[src/rtl/mc_control_pkg.sv]
// rtl/mc_control_pkg.sv - state, opcode and datapath-select encodings for the multicycle controller
package mc_control_pkg;

    localparam logic [3:0] ST_FETCH    = 4'd0;
    localparam logic [3:0] ST_DECODE   = 4'd1;
    localparam logic [3:0] ST_EXEC_R   = 4'd2;
    localparam logic [3:0] ST_EXEC_I   = 4'd3;
    localparam logic [3:0] ST_MEM_ADDR = 4'd4;
    localparam logic [3:0] ST_MEM_RD   = 4'd5;
    localparam logic [3:0] ST_MEM_WR   = 4'd6;
    localparam logic [3:0] ST_WB_ALU   = 4'd7;
    localparam logic [3:0] ST_WB_MEM   = 4'd8;
    localparam logic [3:0] ST_BRANCH   = 4'd9;
    localparam logic [3:0] ST_JUMP     = 4'd10;
    localparam logic [3:0] ST_TRAP     = 4'd11;

    localparam logic [6:0] OP_R_TYPE = 7'b0110011;
    localparam logic [6:0] OP_I_TYPE = 7'b0010011;
    localparam logic [6:0] OP_LOAD   = 7'b0000011;
    localparam logic [6:0] OP_STORE  = 7'b0100011;
    localparam logic [6:0] OP_BRANCH = 7'b1100011;
    localparam logic [6:0] OP_JAL    = 7'b1101111;
    localparam logic [6:0] OP_JALR   = 7'b1100111;

    localparam logic [1:0] SRC_A_PC     = 2'b00;
    localparam logic [1:0] SRC_A_RS1    = 2'b01;
    localparam logic [1:0] SRC_A_OLD_PC = 2'b10;

    localparam logic [1:0] SRC_B_RS2    = 2'b00;
    localparam logic [1:0] SRC_B_FOUR   = 2'b01;
    localparam logic [1:0] SRC_B_IMM    = 2'b10;

    localparam logic [1:0] ALU_ADD      = 2'b00;
    localparam logic [1:0] ALU_SUB      = 2'b01;
    localparam logic [1:0] ALU_R_FUNCT  = 2'b10;
    localparam logic [1:0] ALU_I_FUNCT  = 2'b11;

    localparam logic [1:0] PC_SRC_ALU     = 2'b00;
    localparam logic [1:0] PC_SRC_ALU_REG = 2'b01;
    localparam logic [1:0] PC_SRC_JUMP    = 2'b10;

endpackage

[src/rtl/mc_control_outputs.sv]
// rtl/mc_control_outputs.sv - Moore output decode: current state to control bundle
module mc_control_outputs
    import mc_control_pkg::*;
(
    input  logic [3:0] state,
    output logic       ir_write,
    output logic       pc_write,
    output logic       pc_write_cond,
    output logic       mem_read,
    output logic       mem_write,
    output logic       reg_write,
    output logic       mem_to_reg,
    output logic       illegal,
    output logic [1:0] alu_src_a,
    output logic [1:0] alu_src_b,
    output logic [1:0] alu_op,
    output logic [1:0] pc_src
);

    always_comb begin
        ir_write      = 1'b0;
        pc_write      = 1'b0;
        pc_write_cond = 1'b0;
        mem_read      = 1'b0;
        mem_write     = 1'b0;
        reg_write     = 1'b0;
        mem_to_reg    = 1'b0;
        illegal       = 1'b0;
        alu_src_a     = SRC_A_PC;
        alu_src_b     = SRC_B_RS2;
        alu_op        = ALU_ADD;
        pc_src        = PC_SRC_ALU;
        case (state)
            // ir_write/pc_write are qualified by mem_ready in the datapath
            ST_FETCH: begin
                mem_read  = 1'b1;
                ir_write  = 1'b1;
                pc_write  = 1'b1;
                alu_src_b = SRC_B_FOUR;
            end
            ST_DECODE: begin
                alu_src_a = SRC_A_OLD_PC;
                alu_src_b = SRC_B_IMM;
            end
            ST_EXEC_R: begin
                alu_src_a = SRC_A_RS1;
                alu_op    = ALU_R_FUNCT;
            end
            ST_EXEC_I: begin
                alu_src_a = SRC_A_RS1;
                alu_src_b = SRC_B_IMM;
                alu_op    = ALU_I_FUNCT;
            end
            ST_MEM_ADDR: begin
                alu_src_a = SRC_A_RS1;
                alu_src_b = SRC_B_IMM;
            end
            ST_MEM_RD: mem_read  = 1'b1;
            ST_MEM_WR: mem_write = 1'b1;
            ST_WB_ALU: reg_write = 1'b1;
            ST_WB_MEM: begin
                reg_write  = 1'b1;
                mem_to_reg = 1'b1;
            end
            ST_BRANCH: begin
                alu_src_a     = SRC_A_RS1;
                alu_op        = ALU_SUB;
                pc_write_cond = 1'b1;
                pc_src        = PC_SRC_ALU_REG;
            end
            // PC already holds old PC+4 from FETCH, which is the link value
            ST_JUMP: begin
                reg_write = 1'b1;
                pc_write  = 1'b1;
                pc_src    = PC_SRC_JUMP;
            end
            ST_TRAP: illegal = 1'b1;
            default: ;
        endcase
    end

endmodule

[src/rtl/mc_control.sv]
// rtl/mc_control.sv - multicycle controller: state register and next-state logic
module mc_control
    import mc_control_pkg::*;
(
    input  logic       clk,
    input  logic       reset,
    input  logic [6:0] opcode,
    input  logic       mem_ready,
    output logic       ir_write,
    output logic       pc_write,
    output logic       pc_write_cond,
    output logic       mem_read,
    output logic       mem_write,
    output logic       reg_write,
    output logic       mem_to_reg,
    output logic       illegal,
    output logic [1:0] alu_src_a,
    output logic [1:0] alu_src_b,
    output logic [1:0] alu_op,
    output logic [1:0] pc_src,
    output logic [3:0] state
);

    logic [3:0] state_q;
    logic [3:0] state_d;

    always_comb begin
        state_d = state_q;
        case (state_q)
            ST_FETCH:    if (mem_ready) state_d = ST_DECODE;
            ST_DECODE: begin
                case (opcode)
                    OP_R_TYPE:         state_d = ST_EXEC_R;
                    OP_I_TYPE:         state_d = ST_EXEC_I;
                    OP_LOAD, OP_STORE: state_d = ST_MEM_ADDR;
                    OP_BRANCH:         state_d = ST_BRANCH;
                    OP_JAL, OP_JALR:   state_d = ST_JUMP;
                    default:           state_d = ST_TRAP;
                endcase
            end
            ST_EXEC_R:   state_d = ST_WB_ALU;
            ST_EXEC_I:   state_d = ST_WB_ALU;
            ST_MEM_ADDR: state_d = (opcode == OP_LOAD) ? ST_MEM_RD : ST_MEM_WR;
            ST_MEM_RD:   if (mem_ready) state_d = ST_WB_MEM;
            ST_MEM_WR:   if (mem_ready) state_d = ST_FETCH;
            ST_WB_ALU:   state_d = ST_FETCH;
            ST_WB_MEM:   state_d = ST_FETCH;
            ST_BRANCH:   state_d = ST_FETCH;
            ST_JUMP:     state_d = ST_FETCH;
            ST_TRAP:     state_d = ST_TRAP;
            // unreachable encodings are treated as a fault
            default:     state_d = ST_TRAP;
        endcase
    end

    always_ff @(posedge clk) begin
        if (reset) state_q <= ST_FETCH;
        else       state_q <= state_d;
    end

    assign state = state_q;

    mc_control_outputs u_outputs (
        .state         (state_q),
        .ir_write      (ir_write),
        .pc_write      (pc_write),
        .pc_write_cond (pc_write_cond),
        .mem_read      (mem_read),
        .mem_write     (mem_write),
        .reg_write     (reg_write),
        .mem_to_reg    (mem_to_reg),
        .illegal       (illegal),
        .alu_src_a     (alu_src_a),
        .alu_src_b     (alu_src_b),
        .alu_op        (alu_op),
        .pc_src        (pc_src)
    );

endmodule

[config.mk]
export PLATFORM = sky130hd
export DESIGN_NAME = mc_control
export DESIGN_NICKNAME = d
export VERILOG_FILES = /design/src/rtl/mc_control_pkg.sv /design/src/rtl/mc_control_outputs.sv /design/src/rtl/mc_control.sv
export SDC_FILE = /design/constraint.sdc
export NUM_CORES = 1
export LEC_CHECK = 0
export BUFFER_PORTS_ARGS = -buffer_cell sky130_fd_sc_hd__buf_2
export CAP_MARGIN = 20
export CORE_AREA = 2 2 39 41
export DETAILED_ROUTE_END_ITERATION = 6
export DIE_AREA = 0 0 41 43
export PLACE_DENSITY = 0.75
export SLEW_MARGIN = 15
export SYNTH_ARGS = -nofsm -noshare
export SYNTH_HDL_FRONTEND = slang
export SYNTH_SLANG_ARGS = --single-unit
export TNS_END_PERCENT = 30
[constraint.sdc]
create_clock -name clk -period 2.4 [get_ports clk]
set_input_delay 0.36 -clock clk [delete_from_list [all_inputs] [get_ports clk]]
set_output_delay 0.36 -clock clk [all_outputs]
set_load 0.005 [all_outputs]
* After elaboration in Yosys (flattened, before gate mapping)
Cells that the tools add are included.
** Word-level totals
- Bits of input ports :: 10
- Register bits after elaboration :: 4
** Cells by class
- Equal/unequal tests :: 21
- Reduce and logical (&&, ||, !) cells :: 11
- Multiplexer cells :: 18
** Operators by type and width (count)
- $pmux W4 S7 :: 1
- $eq A7 B7 Y1 const B :: 3
- $pmux W4 S5 :: 1
- $eq A4 B3 Y1 const B :: 4
- $eq A4 B4 Y1 const B :: 4
- $eq A7 B6 Y1 const B :: 2
- $mux W4 :: 3
- $pmux W2 S2 :: 3
- $reduce_or A2 Y1 :: 5
- $eq A4 B2 Y1 const B :: 2
- $mux W1 :: 8
- $reduce_or A4 Y1 :: 2
- $eq A7 B2 Y1 const B :: 1
- $eq A7 B5 Y1 const B :: 1
- $ne A2 B2 Y1 const B :: 3
- $pmux W2 S3 :: 1
- $reduce_or A3 Y1 :: 2
- $eq A4 B1 Y1 const B :: 1
- $logic_not A4 Y1 :: 1
- $reduce_and A3 Y1 :: 1
- $mux W2 :: 1

* Depth between registers and ports, before layout
Gate-level depths: netlist of the first run.
- Word-level depth :: 4
- Gate-level depth with buffers :: 6
- Gate-level depth less buffers :: 4

* Hierarchy
From an unflattened synthesis of the first run, not the netlist that was laid out.
** Second synthesis, totals
- Cell total of the unflattened synthesis :: 84
- Area, all modules :: 611.8 um2
** By module, submodules not included
- mc_control :: seq. area each 80.1 um2, area each 404.1 um2, cells each 55, instances 1
- mc_control_outputs :: seq. area each 0.0 um2, area each 207.7 um2, cells each 29, instances 1

* Least setup slack after synthesis of the first run
No wires, ideal clock.
- Path type :: flip-flop to flip-flop
- From :: reg state_q[2] (netlist: state[2])
- To :: reg state_q[0] (netlist: state[0])
- Stages on the path, launching flop included :: 6
- Path slack :: 0.581 ns
- Data required time :: 2.309 ns
- Clock period less this slack :: 1.819 ns
- Library setup time :: 0.091 ns
- Data arrival time :: 1.728 ns
- Cell sequence :: dfxtp_1 -> buf_2 -> or3b_1 -> mux2_2 -> or4_1 -> a311oi_1
** Between the ends
- Cells in the longest elaborated chain, start to end :: 3
- Elaborated cells between the ends (all ways) :: 18
- Those cells by class :: 13 x eq/ne; 1 x mux; 4 x reduce/logical
** Ends and longest elaborated chain
- start, declared :: RTL line mc_control.sv:24 : logic [3:0] state_q;
- start signal, assigned :: RTL line mc_control.sv:58 : else state_q <= state_d;
- $eq A4 B3 Y1 (tied with other cells) :: RTL line mc_control.sv:29 : case (state_q)
- $reduce_or A4 Y1 (no line) (tied with other cells)
- $pmux W4 S7 or $reduce_and A3 Y1 (tied branches)
Several ways; a longest one is shown, not always the timed one.
A chain may end at the register's enable or synchronous reset.

* Worst setup path in the final report of the first run
- From :: reg state_q[3] (netlist: state[3])
- To :: out alu_src_a[0]
** Between the ends
- Cells in the longest elaborated chain, start to end :: 3
- Elaborated cells between the ends (all ways) :: 7
- Those cells by class :: 5 x eq/ne; 1 x mux; 1 x reduce/logical
** Ends and longest elaborated chain
- $eq A4 B3 Y1 (tied with other cells) :: RTL line mc_control_outputs.sv:33 : case (state)
- $reduce_or A4 Y1 (no line)
- $pmux W2 S2 (*) :: RTL line mc_control_outputs.sv:33
- end, declared :: RTL line mc_control.sv:17 : output logic [1:0] alu_src_a,
Mark *: on every way between the ends. The rest lies on a longest branch, timed or not.

==> results of run 1 <==
[worst max path at each step]
stage                     startpoint                    end  slack [ns]  depth (start not counted)
3_3_place_gp   state[0]$_SDFFE_PP0P_  state[0]$_SDFFE_PP0P_        0.73                          4
3_5_place_dp   state[0]$_SDFFE_PP0P_  state[0]$_SDFFE_PP0P_        0.71                          4
2_1_floorplan  state[2]$_SDFFE_PP0P_  state[0]$_SDFFE_PP0P_        0.58                          5
5_1_grt        state[3]$_SDFFE_PP0P_           alu_src_a[0]        0.33                          4
6_report       state[3]$_SDFFE_PP0P_           alu_src_a[0]        0.46                          4
4_1_cts        state[3]$_SDFFE_PP0P_           alu_src_a[0]        0.48                          4
[area by class of cell]
| class | count | share of cell area |
|---|---|---|
| sequential | 4 | 0.119 |
| multi-input combinational | 61 | 0.570 |
| timing repair buffer | 32 | 0.249 |
| tap | 16 | 0.0297 |
| clock buffer | 3 | 0.0334 |
[logic make-up (layout without fill, tap and decap cells)]
group / after synthesis / in the layout
AOI/OAI and AO/OA: 19 / 19
xor gates and xnor gates: 3 / 3
buffers and inverters: 9 / 35
DFF: 4 / 4
muxes: 1 / 1
and+or+nand+nor: 38 / 38
[power groups by stage]
| stage | Combinational, uW | Clock (uW) | Sequential, uW |
|---|---|---|---|
| floorplan | 464 | 0 | 113 |
| global placement | 626 | 0 | 142 |
| detailed placement | 637 | 0 | 144 |
| CTS | 640 | 82.1 | 142 |
| global route | 721 | 90.0 | 148 |
| finish | 637 | 85.0 | 143 |
[cells in the final DEF (no fill, tap or decap), types with 3 or more instances in the layout]
master / instances
buf_4: 3
nor3_1: 5
o21ai_0: 4
nor4_1: 4
nor2_1: 8
a21oi_1: 5
nand2b_1: 7
clkbuf_4: 3
buf_2: 29
dfxtp_1: 4
[metal layers]
layer  wire length [um]  GRT usage  up-vias
li1                   -          -      324
met1                636      0.204      285
met2                621      0.256       30
met3                 87     0.0314        3
met4                 14     0.0800        0
met5                  0          0        -
[worst max-delay path: cells and delay by family (launching register included)]
kind / cells / cell delay, ns
buffers and inverters: 1 / 0.10
and+or+nand+nor: 3 / 0.55
DFF: 1 / 0.70
[metrics by stage]
stage / instances / total power [uW] / utilization
2_1_floorplan: 74 / 577 / -
6_report: 116 / 865 / 0.487
5_1_grt: 116 / 959 / 0.487
4_1_cts: 116 / 865 / 0.487
3_3_place_gp: 113 / 768 / 0.471
3_5_place_dp: 113 / 780 / 0.471
==> impl_results.md, run 1 <==
* Status: finished clean
* Worst-Skew Late Latency at 0.24 ns
* DR vias/cell at 5.53
* Worst reg2reg endpoint: state[0]$_SDFFE_PP0P_
* TritonRoute pass-1 iters at 4
* Layout area overhead at 31.8%
* Worst path slowest cell: dfxtp_1
* # DRC at 0
* Most common cell in the synthesized netlist: nor2_1
* Most frequent cells after synthesis: nor2_1 (8), nand2b_1 (7), a21oi_1 (5), nor3_1 (5)
* Sequential Area at 80.1 um2
* Max-slew violations at 0
* # IOs at 30
* Net Sw Power at 403 uW
* Setup WS post-layout at 0.455 ns
* Fin nets at 112
* Row cnt at 14
* Gate Count Post-Synth at 74
* Vias in the first global route at 498
* Crit path kind: flip-flop to primary output
* # diodes at 0
* Clock Tree Root: clkbuf_4
* Final Cycle Share at 0.810
* R2R setup slack at 0.68 ns
* Synthesized Nets at 84
* DR WL/cell at roughly 12 um
* Die height at 43 um
* Synth area leaders: dfxtp_1 (16%), nand2b_1 (8.6%), nor2_1 (5.9%)
* Gr ovfl total at 0
* Post-synth ARST share at 0
* Synth Cell Area at 512 um2
* Net Sw Frac at 0.466
* Initial DRC count at 14
* Port Buffers at 29
* Longest Clk Path Bufs at 2
* PostCTS Resize Cnt at 0
* Yosys warns at 0
* # setup viols final at 0
* Synth Area in Simple Gates at 0.428
* Die width at roughly 41 um
* Most used DFF post-synth: dfxtp_1
* Layout Skew at 0.00862 ns
* Total CTS buffers at 3
* Logic pwr share at 0.736
* Hold path endpoint: state[3]$_SDFFE_PP0P_
* Post-CTS Setup Repair Bufs at 0
* Library cells used by synthesis at 32
* R2R depth at 4
* Power share of the sequential group at 0.165
* Smallest hold slack at 0.338 ns
* Via count at 642
* CTS Sinks at 4
* Arr. time, crit path at 1.58 ns
* Fillers at 150
* Internal power at 462 uW
* Adder-cell share of the synthesized area at 0
* Final hold vios at 0
* Worst-path maximum fanout at 19
* Pre-CTS setup slack at 0.706 ns
* Layout cell share with drive strength beyond 1 at 0.380
* Startpoint Class: flip-flop
* FF+latch count, synth at 4
* Core area at 1380 um2
* CP Data Required Time at approximately 2.0 ns
* Worst-margin pin slew at around 0.61 ns
* H-tree Lvls at 1
* Pwr dens at 1280 nW/um2
* Clock share of power at 0.098
* Initial antenna violation count at 0
* Max FFs per register at 4
* Setup crit end kind: primary output
* Final Instance Area at 674 um2
* Worst VDD drop at 0.428 mV
* Mux contribution to synthesized area at 0.0220
* Min Tclk post-route at 1.94 ns
* Max_cap viols at 0
* Placed Area at 652 um2
* Post-DRT Antenna Nets at 0
* Hold_sp: reset
* Cell Chain, Critical Path: nand2b_1, nor2_1, or2_2, buf_2
* RSZ-0062 raised after global routing: false
* F_max at about 500 MHz
* Detailed-route wire length at 1.36 mm
* Register area share after synthesis at 0.156
* XOR/XNOR Fraction of Synth Area at 0.0513
* First-pass GRT wire length at 1.97 mm
* Routability-driven placement congestion ratio at about 0.85
* Slowest Stage Delay on Critical Path at about 0.70 ns
* CTS tree: yes
* Largest net degree at the start of global routing at 20
* Die area at approximately 1800 um2
* Multi-input gate area at roughly 380 um2
* Worst hold stages at 2
* Gr usage total at 0.164
* Mean Syn Cell Area at 6.92 um2
* Leading area contributor after synthesis: dfxtp_1
* Initial Util at 0.370
* Worst relative slew slack at 0.591
* Reg-to-Reg Start: state[0]$_SDFFE_PP0P_
* Hold buffer count at CTS at 0
* Hpwl dp at ~1.0 mm
* Synth top area share at 0.156
* Final setup TNS at 0 ns
* Largest family of logic cells by synthesized area: simple AND/OR/NAND/NOR gates
* Min-Delay Path Class: primary input to flip-flop
* Leak pwr at roughly 0.00031 uW
* Synth Area in Compound Gates at 0.249
* Number of flops mapped to enable cells by yosys at 0
* Clock transition at path regs at 0.04 ns
(Power assumes the default switching activity.)
==> run 2: changes to the inputs <==
--- a/config.mk
+++ b/config.mk
@@ -5,12 +5,13 @@
 export SDC_FILE = /design/constraint.sdc
 export NUM_CORES = 1
 export LEC_CHECK = 0
+export ABC_AREA = 1
 export BUFFER_PORTS_ARGS = -buffer_cell sky130_fd_sc_hd__buf_2
 export CAP_MARGIN = 20
 export CORE_AREA = 2 2 39 41
 export DETAILED_ROUTE_END_ITERATION = 6
 export DIE_AREA = 0 0 41 43
-export PLACE_DENSITY = 0.75
+export PLACE_DENSITY = 0.72
 export SLEW_MARGIN = 15
 export SYNTH_ARGS = -nofsm -noshare
 export SYNTH_HDL_FRONTEND = slang
==> constraint.sdc (replaced) <==
create_clock -name clk -period 1.9 [get_ports clk]
set_input_delay 0.285 -clock clk [delete_from_list [all_inputs] [get_ports clk]]
set_output_delay 0.285 -clock clk [all_outputs]
set_load 0.005 [all_outputs]
==> run 2 against run 1 <==
Sequential share of layout area is 0.39 points higher. Die area stayed put. Wire length down 13%. First-iteration DRC count is 57% lower. Register-to-register slack worse by 0.05 ns. Cell area decreased by 3.2%. Worst setup slack worse by 0.15 ns. Power grew 17%. Clock-buffer cell count unchanged. Hold slack worse by 0.12 ns. Combinational power increased by 14%. Critical path depth grew 1. Critical path type unchanged. Largest cell class unchanged. Highest routed layer unchanged.
==> impl_results.md, run 2 <==
* Die width at 41 um (unchanged)
* Via count at 632 (-1.6%)
* Most common cell in the synthesized netlist: nand2_1
* Most common cell after layout, fill and taps aside: buf_2
* Worst-path maximum fanout at 8 (-11)
* Slowest Stage Delay on Critical Path at 0.45 ns (-0.25 ns)
* Hold buffer count at CTS at 0 (unchanged)
* Cell family with most CP delay: flip-flops
* Mean Syn Cell Area at 5.09 um2 (-26%)
* Arr. time, crit path at 1.31 ns (-0.27 ns)
* Clock transition at path regs at 0.04 ns (about the same)
* Crit path kind: flip-flop to primary output
* Final Cycle Share at 0.841
* Longest Clk Path Bufs at 2 (unchanged)
* Layout cell share with drive strength beyond 1 at 0.298 (-0.0816)
* # IOs at 30 (unchanged)
* Initial Util at 0.342 (-0.0280)
* Max FFs per register at 4 (unchanged)
* Total CTS buffers at 3 (unchanged)
* F_max at 626 MHz
* Gr ovfl total at 0 (unchanged)
* PostCTS Resize Cnt at 0 (unchanged)
* Die height at 43 um (unchanged)
* Layout Skew at 0.00105 ns (-0.00757 ns)
* Core area at 1380 um2 (unchanged)
* Synthesized Nets at 103 (+23%)
* Most frequent cells in the layout: buf_2 (29), nand2_1 (27), inv_1 (21)
* Gr usage total at 0.172 (+0.00753)
* TritonRoute pass-1 iters at 4 (unchanged)
* Initial DRC count at 6 (-8)
* # setup viols final at 0 (unchanged)
* Clock Tree Root: clkbuf_4
* Fillers at 159 (+6.0%)
* Final Util at 0.472 (-0.0154)
* Pwr dens at 1550 nW/um2 (+21%)
* Gate Count Post-Synth at 93 (+26%)
* Min Tclk post-route at about 1.6 ns
* Post-CTS Setup Repair Bufs at 0 (unchanged)
* Leading area contributor after synthesis: nand2_1
* CP Data Required Time at 1.62 ns (-0.42 ns)
* Most frequent cells after synthesis: nand2_1 (27), inv_1 (21), nor2_1 (16)
* Cell Chain, Critical Path: nand2_1, nor2_1, inv_1, o21ai_0, buf_2
* Startpoint Class: flip-flop
* Worst-Skew Late Latency at 0.23 ns (about the same)
* Placed cells at 137 (+21%)
* CTS tree: yes
* Min-Delay Path Class: primary input to flip-flop
* Initial antenna violation count at 0 (unchanged)
* Final hold vios at 0 (unchanged)
* Leak pwr at 0.000449 uW (+43%)
* Number of flops mapped to enable cells by yosys at 0 (unchanged)
* FF+latch count, synth at 4 (unchanged)
* Die area at 1760 um2 (unchanged)
* Worst path slowest cell: dfxtp_1
* Synth top area share at 0.214 (+0.0578)
* Post-DRT Antenna Nets at 0 (unchanged)
* Detailed-route wire length at 1.18 mm (-13%)
* Routability-driven placement congestion ratio at 0.816 (-4.3%)
* Placed Area at 631 um2 (-3.3%)
* Register area share after synthesis at 0.169 (+0.0128)
* Largest net degree at the start of global routing at 9 (-55%)
* Post-synth ARST share at 0 (unchanged)
* Synth area leaders: nand2_1 (21%), dfxtp_1 (17%), inv_1 (17%)
* Most used DFF post-synth: dfxtp_1
* # DRC at 0 (unchanged)
* Final setup TNS at 0 ns (unchanged)
* # diodes at 0 (unchanged)
* Worst VDD drop at 0.714 mV (+67%)
* Buffers & Inverters on Critical Path at 2 (+1)
* Max-slew violations at 0 (unchanged)
* Layout area overhead at 38.1%
* H-tree Lvls at 1 (unchanged)
* Non-filler cells, final at 140 (+21%)
* DR WL/cell at 8.44 um (-28%)
* Vias in the first global route at 562 (+13%)
* RSZ-0062 raised after global routing: false
* First-pass GRT wire length at 2.13 mm (+7.7%)
* Power Total at 1010 uW (+17%)
* Final Instance Area at 653 um2 (-3.2%)
* Worst-margin pin slew at 0.256 ns (-0.357 ns)
* Status: finished clean
* Row cnt at 14 (unchanged)
* Port Buffers at 29 (unchanged)
* DR vias/cell at 4.51 (-18%)
* Worst relative slew slack at 0.829 (+0.238)
* Hpwl dp at 1.04 mm (+2.8%)
* Max_cap viols at 0 (unchanged)
* Library cells used by synthesis at 16 (-50%)
* Setup crit end kind: primary output
* Yosys warns at 0 (unchanged)
* CTS Sinks at 4 (unchanged)
* Fin nets at 136 (+21%)
* Synth Cell Area at 473 um2 (-7.6%)
-- run 2: changes by cell type after synthesis, sizes merged, moves of 4 or more --
cell    previous run  this run
buf                5         1
clkbuf             4         0
inv                0        21
nand2              2        28
nand2b             7         0
nand3              0        10
nor2               8        18
nor3               5         1
nor4               4         0
-- run 2: worst paths after layout --
path | from | slack (ns) | cells past startpoint | end
hold reg to reg | state[0]$_SDFFE_PP0P_ | 0.64 | 2 | state[0]$_SDFFE_PP0P_
setup / recovery | state[0]$_SDFFE_PP0P_ | 0.30 | 5 | alu_op[0]
setup reg to reg | state[0]$_SDFFE_PP0P_ | 0.63 | 7 | state[2]$_SDFFE_PP0P_
hold / removal | reset | 0.22 | 2 | state[3]$_SDFFE_PP0P_
-- run 2: area by class of cell --
class                   count  area (um2)  share of cell area
repair buffers             29         145               0.222
inverters                  21        78.8               0.121
well taps                  16        20.0              0.0307
multi-input cells          67         307               0.469
flip-flops and latches      4        80.1               0.123
clock buffers               3        22.5              0.0345
-- run 2: cell families (layout without fill, tap and decap cells) --
family / count (synthesis) / in the layout / share of synthesized area
flip-flops: 4 / 4 / 0.169
AND/OR/NAND/NOR: 58 / 58 / 0.542
AO/OA/AOI/OAI: 9 / 9 / 0.106
buffers and inverters: 22 / 53 / 0.183
-- run 2: routing by layer --
metal  up-vias  track usage  routed length [um]
li1        351            -                   -
met1       261        0.205                 504
met2        18        0.288                 592
met3         2       0.0314                  68
met4         0       0.0600                  17
met5         -            0                   0
-- run 2: power breakdown --
group / switching, uW / internal, uW
registers: 58.6 / 123
logic: 413 / 312
clock network: 34.7 / 70.7
total: 506 / 506
-- run 2: stage by stage --
| stage | hold slack (ns) | setup WS, ns |
|---|---|---|
| 2_1_floorplan | 0.357 | 0.644 |
| 3_3_place_gp | 0.464 | 0.570 |
| 3_5_place_dp | 0.462 | 0.544 |
| 4_1_cts | 0.217 | 0.294 |
| 5_1_grt | 0.225 | 0.0676 |
| 6_report | 0.218 | 0.301 |
==> run 3: changes to the inputs <==
==> constraint.sdc (replaced) <==
create_clock -name clk -period 1.6 [get_ports clk]
set_input_delay 0.24 -clock clk [delete_from_list [all_inputs] [get_ports clk]]
set_output_delay 0.24 -clock clk [all_outputs]
set_load 0.005 [all_outputs]
==> run 3 against run 2 <==
Sequential power up 24%. Combinational power up 21%. Cell area grew 2.7%. Worst setup slack lost 0.18 ns. Highest routed layer unchanged. Hold slack worse by 0.049 ns. Final cell count grew 0.71%. Non-clock buffer count rose by 1.
==> impl_results.md, run 3 (same netlist as run 2, synthesis figures left out) <==
* Status: finished clean
* Final Util at 0.485 (+0.0127)
* H-tree Lvls at 1 (unchanged)
* Port Buffers at 29 (unchanged)
* Clock Tree Root: clkbuf_4
* Vias in the first global route at 562 (unchanged)
* # IOs at 30 (unchanged)
* Die area at 1760 um2 (unchanged)
* Routability-driven placement congestion ratio at 0.816 (unchanged)
* Placed Area at 631 um2 (unchanged)
* # DRC at 0 (unchanged)
* Die width at 41 um (unchanged)
* Setup WS post-layout at 0.124 ns (-0.178 ns)
* Final Cycle Share at 0.923
* Final setup TNS at 0 ns (unchanged)
* Worst path slowest cell: dfxtp_1
* Max-slew violations at 0 (unchanged)
* F_max at 677 MHz
* Worst-path maximum fanout at 5 (-3)
* Worst relative slew slack at 0.851 (+0.0215)
* Most common cell after layout, fill and taps aside: buf_2
* Cell family with most CP delay: simple AND/OR/NAND/NOR gates
* Startpoint Class: flip-flop
* Worst VDD drop at 0.855 mV (+20%)
* Initial antenna violation count at 0 (unchanged)
* Final hold vios at 0 (unchanged)
* Final Instance Area at 671 um2 (+2.7%)
* Initial Util at 0.342 (unchanged)
* Worst-margin pin slew at 0.222 ns (-0.0337 ns)
* DR vias/cell at 4.57 (+1.3%)
* Pwr dens at 1830 nW/um2 (+18%)
* Slowest Stage Delay on Critical Path at 0.43 ns (-0.02 ns)
* DR WL/cell at 8.57 um (+1.6%)
* Longest Clk Path Bufs at 2 (unchanged)
* CP Data Required Time at 1.36 ns (-0.26 ns)
* Buffers & Inverters on Critical Path at 1 (-1)
* Min Tclk post-route at 1.48 ns
* Worst hold stages at 2 (unchanged)
* Most frequent cells in the layout: buf_2 (29), nand2_1 (27), inv_1 (21)
* Pre-CTS setup slack at 0.289 ns (-0.255 ns)
* Via count at 645 (+2.1%)
* Core area at 1380 um2 (unchanged)
* Min-Delay Path Class: primary input to flip-flop
* Max FFs per register at 4 (unchanged)
* R2R depth at 7 (unchanged)
* Non-filler cells, final at 141 (+0.71%)
* Placed cells at 137 (unchanged)
* WP depth at 5 (unchanged)
* Cell Chain, Critical Path: nand2_1, nor2_1, nor2_1, nand2_1, buf_2
* Layout Skew at 0.000175 ns (-0.000877 ns)
* # diodes at 0 (unchanged)
* Initial DRC count at 8 (+2)
* Setup crit end kind: primary output
* Clock transition at path regs at 0.04 ns (about the same)
* Gr usage total at 0.172 (unchanged)
* CTS Sinks at 4 (unchanged)
* # setup viols final at 0 (unchanged)
* Fillers at 155 (-2.5%)
* TritonRoute pass-1 iters at 4 (unchanged)
* Row cnt at 14 (unchanged)
* Arr. time, crit path at 1.24 ns (-0.07 ns)
* Fin nets at 137 (+0.74%)
* CTS tree: yes
* Die height at 43 um (unchanged)
* Detailed-route wire length at 1.21 mm (+2.3%)
* Max_cap viols at 0 (unchanged)
* Layout cell share with drive strength beyond 1 at 0.336 (+0.0376)
* Post-DRT Antenna Nets at 0 (unchanged)
* Leak pwr at 0.000455 uW (+1.2%)
* First-pass GRT wire length at 2.13 mm (unchanged)
* Gr ovfl total at 0 (unchanged)
* Worst-Skew Late Latency at 0.23 ns (about the same)
* Total CTS buffers at 3 (unchanged)
* Hpwl dp at 1.04 mm (unchanged)
* Largest net degree at the start of global routing at 9 (unchanged)
* Crit path kind: flip-flop to primary output
* Layout area overhead at 41.8%
run 3: cell type report:
type / instances / area (um2) / share of cell area
sequential: 4 / 85.1 / 0.127
inverter: 21 / 78.8 / 0.118
multi-input combinational: 67 / 312 / 0.465
clock buffer: 3 / 22.5 / 0.0336
timing repair buffer: 30 / 153 / 0.228
tap: 16 / 20.0 / 0.0299
run 3: layer usage:
layer / vias to the layer above / wire, um / GRT usage
met4: 0 / 17 / 0.0600
li1: 357 / - / -
met1: 264 / 521 / 0.205
met5: - / 0 / 0
met2: 22 / 596 / 0.288
met3: 2 / 74 / 0.0314
run 3: worst paths after layout:
path                         startpoint  slack (ns)                    end
hold reg to reg   state[0]$_SDFFE_PP0P_        0.59  state[0]$_SDFFE_PP0P_
setup reg to reg  state[2]$_SDFFE_PP0P_        0.34  state[0]$_SDFFE_PP0P_
hold / removal                    reset        0.17  state[3]$_SDFFE_PP0P_
setup / recovery  state[2]$_SDFFE_PP0P_        0.12           alu_src_a[0]
run 3: timing repair:
action | CTS | global route
setup endpoints to repair | 0 | 4
hold buffers | 0 | 0
buffers inserted | 0 | 1
resized for setup | 0 | 5
run 3: power breakdown:
part           total, uW  internal [uW]  leakage (uW)  switching (uW)
Sequential           224            154     0.0000340            70.5
Clock                125           83.9     0.0000138            40.7
Combinational        877            377      0.000407             500
run 3: worst reg2reg max path: stages (launching register included):
cell and delay (ns):
dfxtp_1 0.43, inv_1 0.09, nor2_1 0.13, nand2_1 0.14
nand3_2 0.10, nand2_2 0.06, o21ai_0 0.14, nor2_1 0.06
run 3: metrics by stage:
stage                     hold WS (ns)  total power [uW]
after global placement           0.419              1080
after global routing             0.171              1400
final                            0.169              1230
after CTS                        0.172              1220
after detailed placement         0.417              1090
after floorplan                  0.312               762
